[config.mk]
export PLATFORM = sky130hd
export DESIGN_NAME = icache_fetch_responder
export DESIGN_NICKNAME = d
export VERILOG_FILES = /design/src/rtl/icache_fetch_responder.sv
export SDC_FILE = /design/constraint.sdc
export NUM_CORES = 1
export LEC_CHECK = 0
export CORE_UTILIZATION = 50
export CTS_BUF_LIST = sky130_fd_sc_hd__clkbuf_8 sky130_fd_sc_hd__clkbuf_16
export CTS_CLUSTER_DIAMETER = 80
export DETAILED_ROUTE_END_ITERATION = 6
export PLACE_DENSITY = 0.78
export SLEW_MARGIN = 20
export SYNTH_ARGS = -nofsm -noshare
export SYNTH_HDL_FRONTEND = slang
export SYNTH_SLANG_ARGS = --single-unit
export TNS_END_PERCENT = 100
[constraint.sdc]
create_clock -name clk -period 5.9 [get_ports clk]
set_input_delay 1.18 -clock clk [delete_from_list [all_inputs] [get_ports clk]]
set_output_delay 1.18 -clock clk [all_outputs]
set_load 0.03 [all_outputs]
[src/rtl/icache_fetch_responder.sv]
// Direct-mapped read-only instruction cache (4 x 16-bit words per line) with a line-fill FSM.
// Define ICACHE_STATS_EN to add the saturating hit_cnt/miss_cnt outputs.
module icache_fetch_responder #(
  parameter int LINES   = 16,
  parameter int MEM_LAT = 2
) (
  input  logic        clk,
  input  logic        rst,
  input  logic        fetch_req,
  input  logic [15:0] fetch_addr,
  input  logic        flush,
  output logic [15:0] instr,
  output logic        instr_valid,
  output logic        stall,
  output logic        misalign,
  output logic        mem_rd,
  output logic [15:0] mem_addr,
  input  logic [15:0] mem_rdata
`ifdef ICACHE_STATS_EN
  ,
  output logic [15:0] hit_cnt,
  output logic [15:0] miss_cnt
`endif
);

  localparam int IDX   = $clog2(LINES);
  localparam int TAG_W = 13 - IDX;

  localparam logic [1:0] S_IDLE = 2'd0;
  localparam logic [1:0] S_FILL = 2'd1;
  localparam logic [1:0] S_WAIT = 2'd2;

  logic [1:0]         state_q, state_d;
  logic [12:0]        fill_line_q, fill_line_d;
  logic [LINES-1:0]   valid_q, valid_d;
  logic               mem_rd_q, mem_rd_d;
  logic [15:0]        mem_addr_q, mem_addr_d;
  logic [MEM_LAT-1:0] pipe_v_q, pipe_v_d;
  logic [MEM_LAT-1:0][1:0] pipe_k_q, pipe_k_d;

  logic [15:0]      data_q [LINES][4];
  logic [TAG_W-1:0] tag_q  [LINES];

  logic [1:0]       req_word;
  logic [IDX-1:0]   req_idx;
  logic [TAG_W-1:0] req_tag;
  logic [IDX-1:0]   fill_idx;
  logic             hit;
  logic             tag_we;
  logic             start_fill;
  logic             wr_en;
  logic [1:0]       wr_k;

  assign req_word = fetch_addr[2:1];
  assign req_idx  = fetch_addr[3 +: IDX];
  assign req_tag  = fetch_addr[3 + IDX +: TAG_W];
  assign fill_idx = fill_line_q[IDX-1:0];

  assign hit = (state_q == S_IDLE) && fetch_req && valid_q[req_idx] &&
               (tag_q[req_idx] == req_tag);

  // Outputs are forced quiet while reset is held, even with fetch_req high.
  assign instr_valid = rst & hit;
  assign instr       = instr_valid ? data_q[req_idx][req_word] : 16'h0000;
  assign stall       = rst & fetch_req & ~instr_valid;
  assign misalign    = fetch_req & fetch_addr[0];
  assign mem_rd      = mem_rd_q;
  assign mem_addr    = mem_addr_q;

  // Returning read data is tagged with its word number by a MEM_LAT-deep shadow pipe.
  assign wr_en = pipe_v_q[MEM_LAT-1];
  assign wr_k  = pipe_k_q[MEM_LAT-1];

  always_comb begin
    state_d     = state_q;
    fill_line_d = fill_line_q;
    valid_d     = valid_q;
    mem_rd_d    = 1'b0;
    mem_addr_d  = 16'h0000;
    tag_we      = 1'b0;
    start_fill  = 1'b0;
    pipe_v_d[0] = mem_rd_q;
    pipe_k_d[0] = mem_addr_q[2:1];
    for (int i = 1; i < MEM_LAT; i++) begin
      pipe_v_d[i] = pipe_v_q[i-1];
      pipe_k_d[i] = pipe_k_q[i-1];
    end

    case (state_q)
      S_IDLE: begin
        if (flush) begin
          valid_d = '0;
        end else if (fetch_req && !hit) begin
          start_fill  = 1'b1;
          state_d     = S_FILL;
          fill_line_d = fetch_addr[15:3];
          mem_rd_d    = 1'b1;
          mem_addr_d  = {fetch_addr[15:3], 3'b000};
        end
      end
      S_FILL: begin
        if (flush) begin
          valid_d = '0;
          state_d = S_IDLE;
        end else if (mem_addr_q[2:1] == 2'd3) begin
          state_d = S_WAIT;
        end else begin
          mem_rd_d   = 1'b1;
          mem_addr_d = {fill_line_q, mem_addr_q[2:1] + 2'd1, 1'b0};
        end
      end
      S_WAIT: begin
        if (flush) begin
          valid_d = '0;
          state_d = S_IDLE;
        end else if (wr_en && wr_k == 2'd3) begin
          valid_d[fill_idx] = 1'b1;
          tag_we            = 1'b1;
          state_d           = S_IDLE;
        end
      end
      default: state_d = S_IDLE;
    endcase

    // Flush drops every outstanding return, including the read issued this cycle.
    if (flush) pipe_v_d = '0;
  end

  always_ff @(posedge clk or negedge rst) begin
    if (!rst) begin
      state_q     <= S_IDLE;
      fill_line_q <= '0;
      valid_q     <= '0;
      mem_rd_q    <= 1'b0;
      mem_addr_q  <= 16'h0000;
      pipe_v_q    <= '0;
      pipe_k_q    <= '0;
    end else begin
      state_q     <= state_d;
      fill_line_q <= fill_line_d;
      valid_q     <= valid_d;
      mem_rd_q    <= mem_rd_d;
      mem_addr_q  <= mem_addr_d;
      pipe_v_q    <= pipe_v_d;
      pipe_k_q    <= pipe_k_d;
    end
  end

  always_ff @(posedge clk) begin
    if (wr_en) data_q[fill_idx][wr_k] <= mem_rdata;
    if (tag_we) tag_q[fill_idx] <= fill_line_q[IDX +: TAG_W];
  end

`ifdef ICACHE_STATS_EN
  logic [15:0] hit_cnt_q, hit_cnt_d;
  logic [15:0] miss_cnt_q, miss_cnt_d;

  always_comb begin
    hit_cnt_d  = hit_cnt_q;
    miss_cnt_d = miss_cnt_q;
    if (instr_valid && hit_cnt_q != 16'hFFFF) hit_cnt_d = hit_cnt_q + 16'd1;
    if (start_fill && miss_cnt_q != 16'hFFFF) miss_cnt_d = miss_cnt_q + 16'd1;
  end

  always_ff @(posedge clk or negedge rst) begin
    if (!rst) begin
      hit_cnt_q  <= 16'h0000;
      miss_cnt_q <= 16'h0000;
    end else begin
      hit_cnt_q  <= hit_cnt_d;
      miss_cnt_q <= miss_cnt_d;
    end
  end

  assign hit_cnt  = hit_cnt_q;
  assign miss_cnt = miss_cnt_q;
`endif

endmodule

==> results.rst <==
.. list-table::
   :header-rows: 1

   * - Metric
     - Value
   * - Result of the run
     - complete, no violations
   * - Final antenna-violating net count
     - 0
   * - Reported leakage power
     - 0.0172 uW
   * - Top cells by area in the synthesized netlist
     - edfxtp_1 74%, mux4_2 17%, dfrtp_1 2.8%, mux2i_1 1.1%, nor2_1 0.83%
   * - Clock share of power
     - 40.1%
   * - Most Frequent Cell on Critical Path
     - mux4_2
   * - Worst R2R Start
     - pipe_v_q[1]$_DFF_PN0_
   * - Buffers inserted by post-CTS timing repair
     - 0
   * - Clock latency on the worst-skew pair
     - about 0.7 ns
   * - Hold_buf cts
     - 0
   * - Number of cells on the worst hold path
     - 0
   * - Power Internal
     - approximately 14000 uW
   * - Per-instance average area after synthesis
     - 23.3 um^2
   * - Cell-by-cell trace of the critical path
     - buf_8 > buf_12 > mux4_2 > mux4_2 > mux4_2 > and3_1 > buf_12
   * - Largest vdd supply drop
     - approximately 0.26 mV
   * - Clock sink count
     - 1221
   * - Top-area cell type share of the netlist area
     - between 70 and 80%
   * - Largest net degree at the start of global routing
     - 128
   * - Total negative slack
     - 0 ns
   * - Max-slew violation total from the final report
     - 0
   * - Synth Instances
     - between 2000 and 2500
   * - Sequential fraction of the synthesis area
     - 77.3%
   * - Buffer levels on the longest clock path
     - 3
   * - Final weighted congestion of routability-driven global placement
     - 0.849
   * - Post-synth top flop
     - edfxtp_1
   * - I/O Buffers
     - 70
   * - Post-layout minimum cycle time
     - approximately 5.4 ns
   * - Global-route wire length before repair
     - 167 mm
   * - GRT Resource Usage Total
     - 25.0%
   * - Average vias per placed instance
     - 6.48
   * - Worst Skew
     - 0.0190 ns
   * - Relative slew slack
     - 21.4%
   * - Clock transition time at the flip-flop clock pins of the worst setup and hold paths
     - around 0.06 ns
   * - Critical Setup Path Class
     - in -> out
   * - Slew at the pin closest to its max-slew limit
     - 1.18 ns
   * - FFs w/ async S/R, synth
     - 4.34%
   * - Share of total power in combinational logic
     - 5.5%
   * - Power dissipated by switching net loads
     - ~3800 uW
   * - Worst setup timing slack at the placement stage
     - 0.558 ns
   * - Fraction of final layout cells with drive strength greater than 1
     - 30.4%
   * - Total Nets Final
     - 2225
   * - Die boundary width
     - 309 um
   * - Crit. End Element
     - output port
   * - Cell Area, Synth
     - approximately 47000 um^2
   * - Fmax achieved
     - 185 MHz
   * - Nature of the critical path startpoint
     - input pin
   * - YS warnings
     - 0
   * - Count of TritonRoute iterations in the first routing pass
     - 5
   * - Total Power
     - between 15000 and 20000 uW
   * - Total Die Area
     - 95400 um^2
   * - DIE HEIGHT
     - about 310 um
   * - Vias in the first global route
     - 23300
   * - Sum of net half-perimeters after detailed placement
     - 63.6 mm
   * - Residual DRC
     - 0
   * - Cts bufs inserted
     - 111
   * - Fraction of the cycle the final worst path needs
     - 91.8%
   * - Top cells by count, synth
     - 1168 x edfxtp_1, 352 x mux4_2, 104 x nor2_1, 67 x clkbuf_1, 54 x mux2i_1
   * - Library cell contributing the largest single delay on the critical path
     - mux4_2
   * - Area growth syn-to-layout
     - 13.8%
   * - Reg2reg end
     - tag_q[2][0]$_DFFE_PP_
   * - Slack of the worst reg-to-reg path
     - 2.27 ns
   * - Total length of routed wires
     - 118 mm
   * - Area of the core
     - 93300 um^2
   * - Switching portion of total power
     - between 20 and 25%
   * - Hold_sp
     - pipe_k_d[3]$_DFF_PN0_
   * - Final setup margin
     - 0.485 ns
   * - Share of power burned in registers
     - 54.5%
   * - Crit path arrival time
     - 4.23 ns
   * - Drt initial violations
     - 3170
   * - Max capacitance violation total
     - 0
   * - Library cell with the largest summed area after synthesis
     - edfxtp_1
   * - Antenna violations before repair
     - 9
   * - Final number of setup-violating endpoints
     - 0
   * - Hold crit path type
     - reg -> reg
   * - Total overflow reported by the global router
     - 0
   * - Clock tree root driver cell
     - clkbuf_16
   * - Top-count cell post-synth
     - edfxtp_1
   * - Pwr dens
     - ~330 nW/um^2
   * - Synth cell types
     - 41
   * - Vias after detailed routing
     - 22900
   * - Setup repair after global routing missed its margin
     - false
   * - Share of the core filled with cells in the final layout
     - 57.4%
   * - H-tree Lvls
     - 3
   * - Worst-case reg-to-reg path depth
     - 3
   * - Synth Register Bits
     - 1221
   * - Count of final hold-check violations
     - 0
   * - Number of nets in the synthesized netlist
     - 2057
   * - Initial Util
     - between 50% and 60%
   * - Timing startpoint of the critical path
     - fetch_addr[4]
   * - Sink of the worst hold path
     - wr_k[1]$_DFF_PN0_
   * - Largest stage delay on the critical path
     - about 0.6 ns
   * - Routed wirelength normalized by instance count
     - approximately 33 um
   * - Number of enable-type register cells in the synthesized netlist
     - around 1200
   * - Clock tree from TritonCTS
     - built
   * - WP data required
     - 4.72 ns
   * - Resized cells post-CTS
     - 0
   * - Row count
     - 112
   * - Top fanout value on the critical path
     - 127
   * - Ports placed on the boundary
     - between 70 and 80
-- critical path, delay by kind of cell --
kind / cells / cell delay (ns)
buffers and inverters: 3 / 0.89
AND/OR/NAND/NOR: 1 / 0.27
multiplexers: 3 / 1.60
-- power groups by stage --
stage | logic, uW | clock network (uW) | registers (uW)
global placement | 910 | 0 | 9880
floorplan | 555 | 0 | 9860
CTS | 959 | 7190 | 9700
detailed placement | 941 | 0 | 9890
global route | 1010 | 7510 | 9710
finish | 972 | 7140 | 9700
-- worst max path at each step --
| stage | end | slack (ns) | depth (start not counted) |
|---|---|---|---|
| finish | instr[15] | 0.49 | 7 |
| global placement | instr[15] | 0.60 | 8 |
| global route | instr[15] | 0.45 | 7 |
| detailed placement | instr[15] | 0.56 | 8 |
| floorplan | instr[0] | 0.66 | 9 |
| CTS | instr[15] | 0.55 | 8 |
-- logic make-up after synthesis --
family | after synthesis | synth area share (%)
fa+ha+maj | 1 | 0.0266
mux | 419 | 18.3
other cells | 1 | 0.00796
simple gates | 174 | 1.73
compound gates | 78 | 1.27
buf+inv | 120 | 1.26
xor+xnor | 6 | 0.112
flops | 1221 | 77.3
-- sequential cells by signal (all words and copies together), names as in the netlist --
signal,count
mem_addr,15
wr_k,2
tag_q,144
data_q,1024
pipe_v_q,2
pipe_k_d,2
state_q,2
mem_rd,1
valid_q,16
fill_line_q,13
-- per-layer routing --
metal  GRT usage [%]  vias to the layer above  wire [um]
met3            5.95                      311      13100
li1                -                     8946          -
met2            40.6                     1564      58000
met5               0                        -         82
met4            9.72                       12       4610
met1            33.1                    12100      42000
-- layout by cell type, fill, tap and decap left out, types with 3 or more instances in the layout --
cell type and count:
edfxtp_1 1168, mux4_2 352, clkbuf_16 114, buf_4 101
nor2_1 83, mux2i_1 54, dfrtp_1 53, inv_1 33
buf_12 32, clkdlybuf4s50_1 31, and3_1 22, a22oi_1 21
clkinv_2 20, nor2_2 17, a22o_1 16, clkbuf_8 15
nand2_1 13, a21oi_1 12, clkinv_1 12, nor2b_1 9
nand3_1 9, a31oi_1 9, mux2_2 8, a41oi_1 7
bufinv_16 7, xnor2_1 5, mux2_1 5, buf_2 5
nand4_1 4, nand3b_1 4, nor2_4 4, diode_2 3
a221oi_1 3, o22a_1 3
-- through the flow --
step | cells | cell area (um^2) | hold WS (ns)
6_report | 3538 | 53600 | 0.353
5_1_grt | 3535 | 53600 | 0.363
4_1_cts | 3533 | 53500 | 0.356
3_5_place_dp | 3327 | 49800 | 0.342
3_3_place_gp | 3327 | 49800 | 0.340
2_1_floorplan | 2020 | 47100 | 0.331
-- final cells by class --
type | instances | area, um^2
multi-input cells | 679 | 10200
well taps | 1254 | 1570
repair buffers | 171 | 1760
diodes | 3 | 7.51
flip-flops and latches | 1221 | 36400
fillers | 6345 | 39800
clock inverters | 77 | 577
inverters | 4 | 15.0
clock buffers | 129 | 3060
Note: power is estimated with default switching activity, not from simulation.
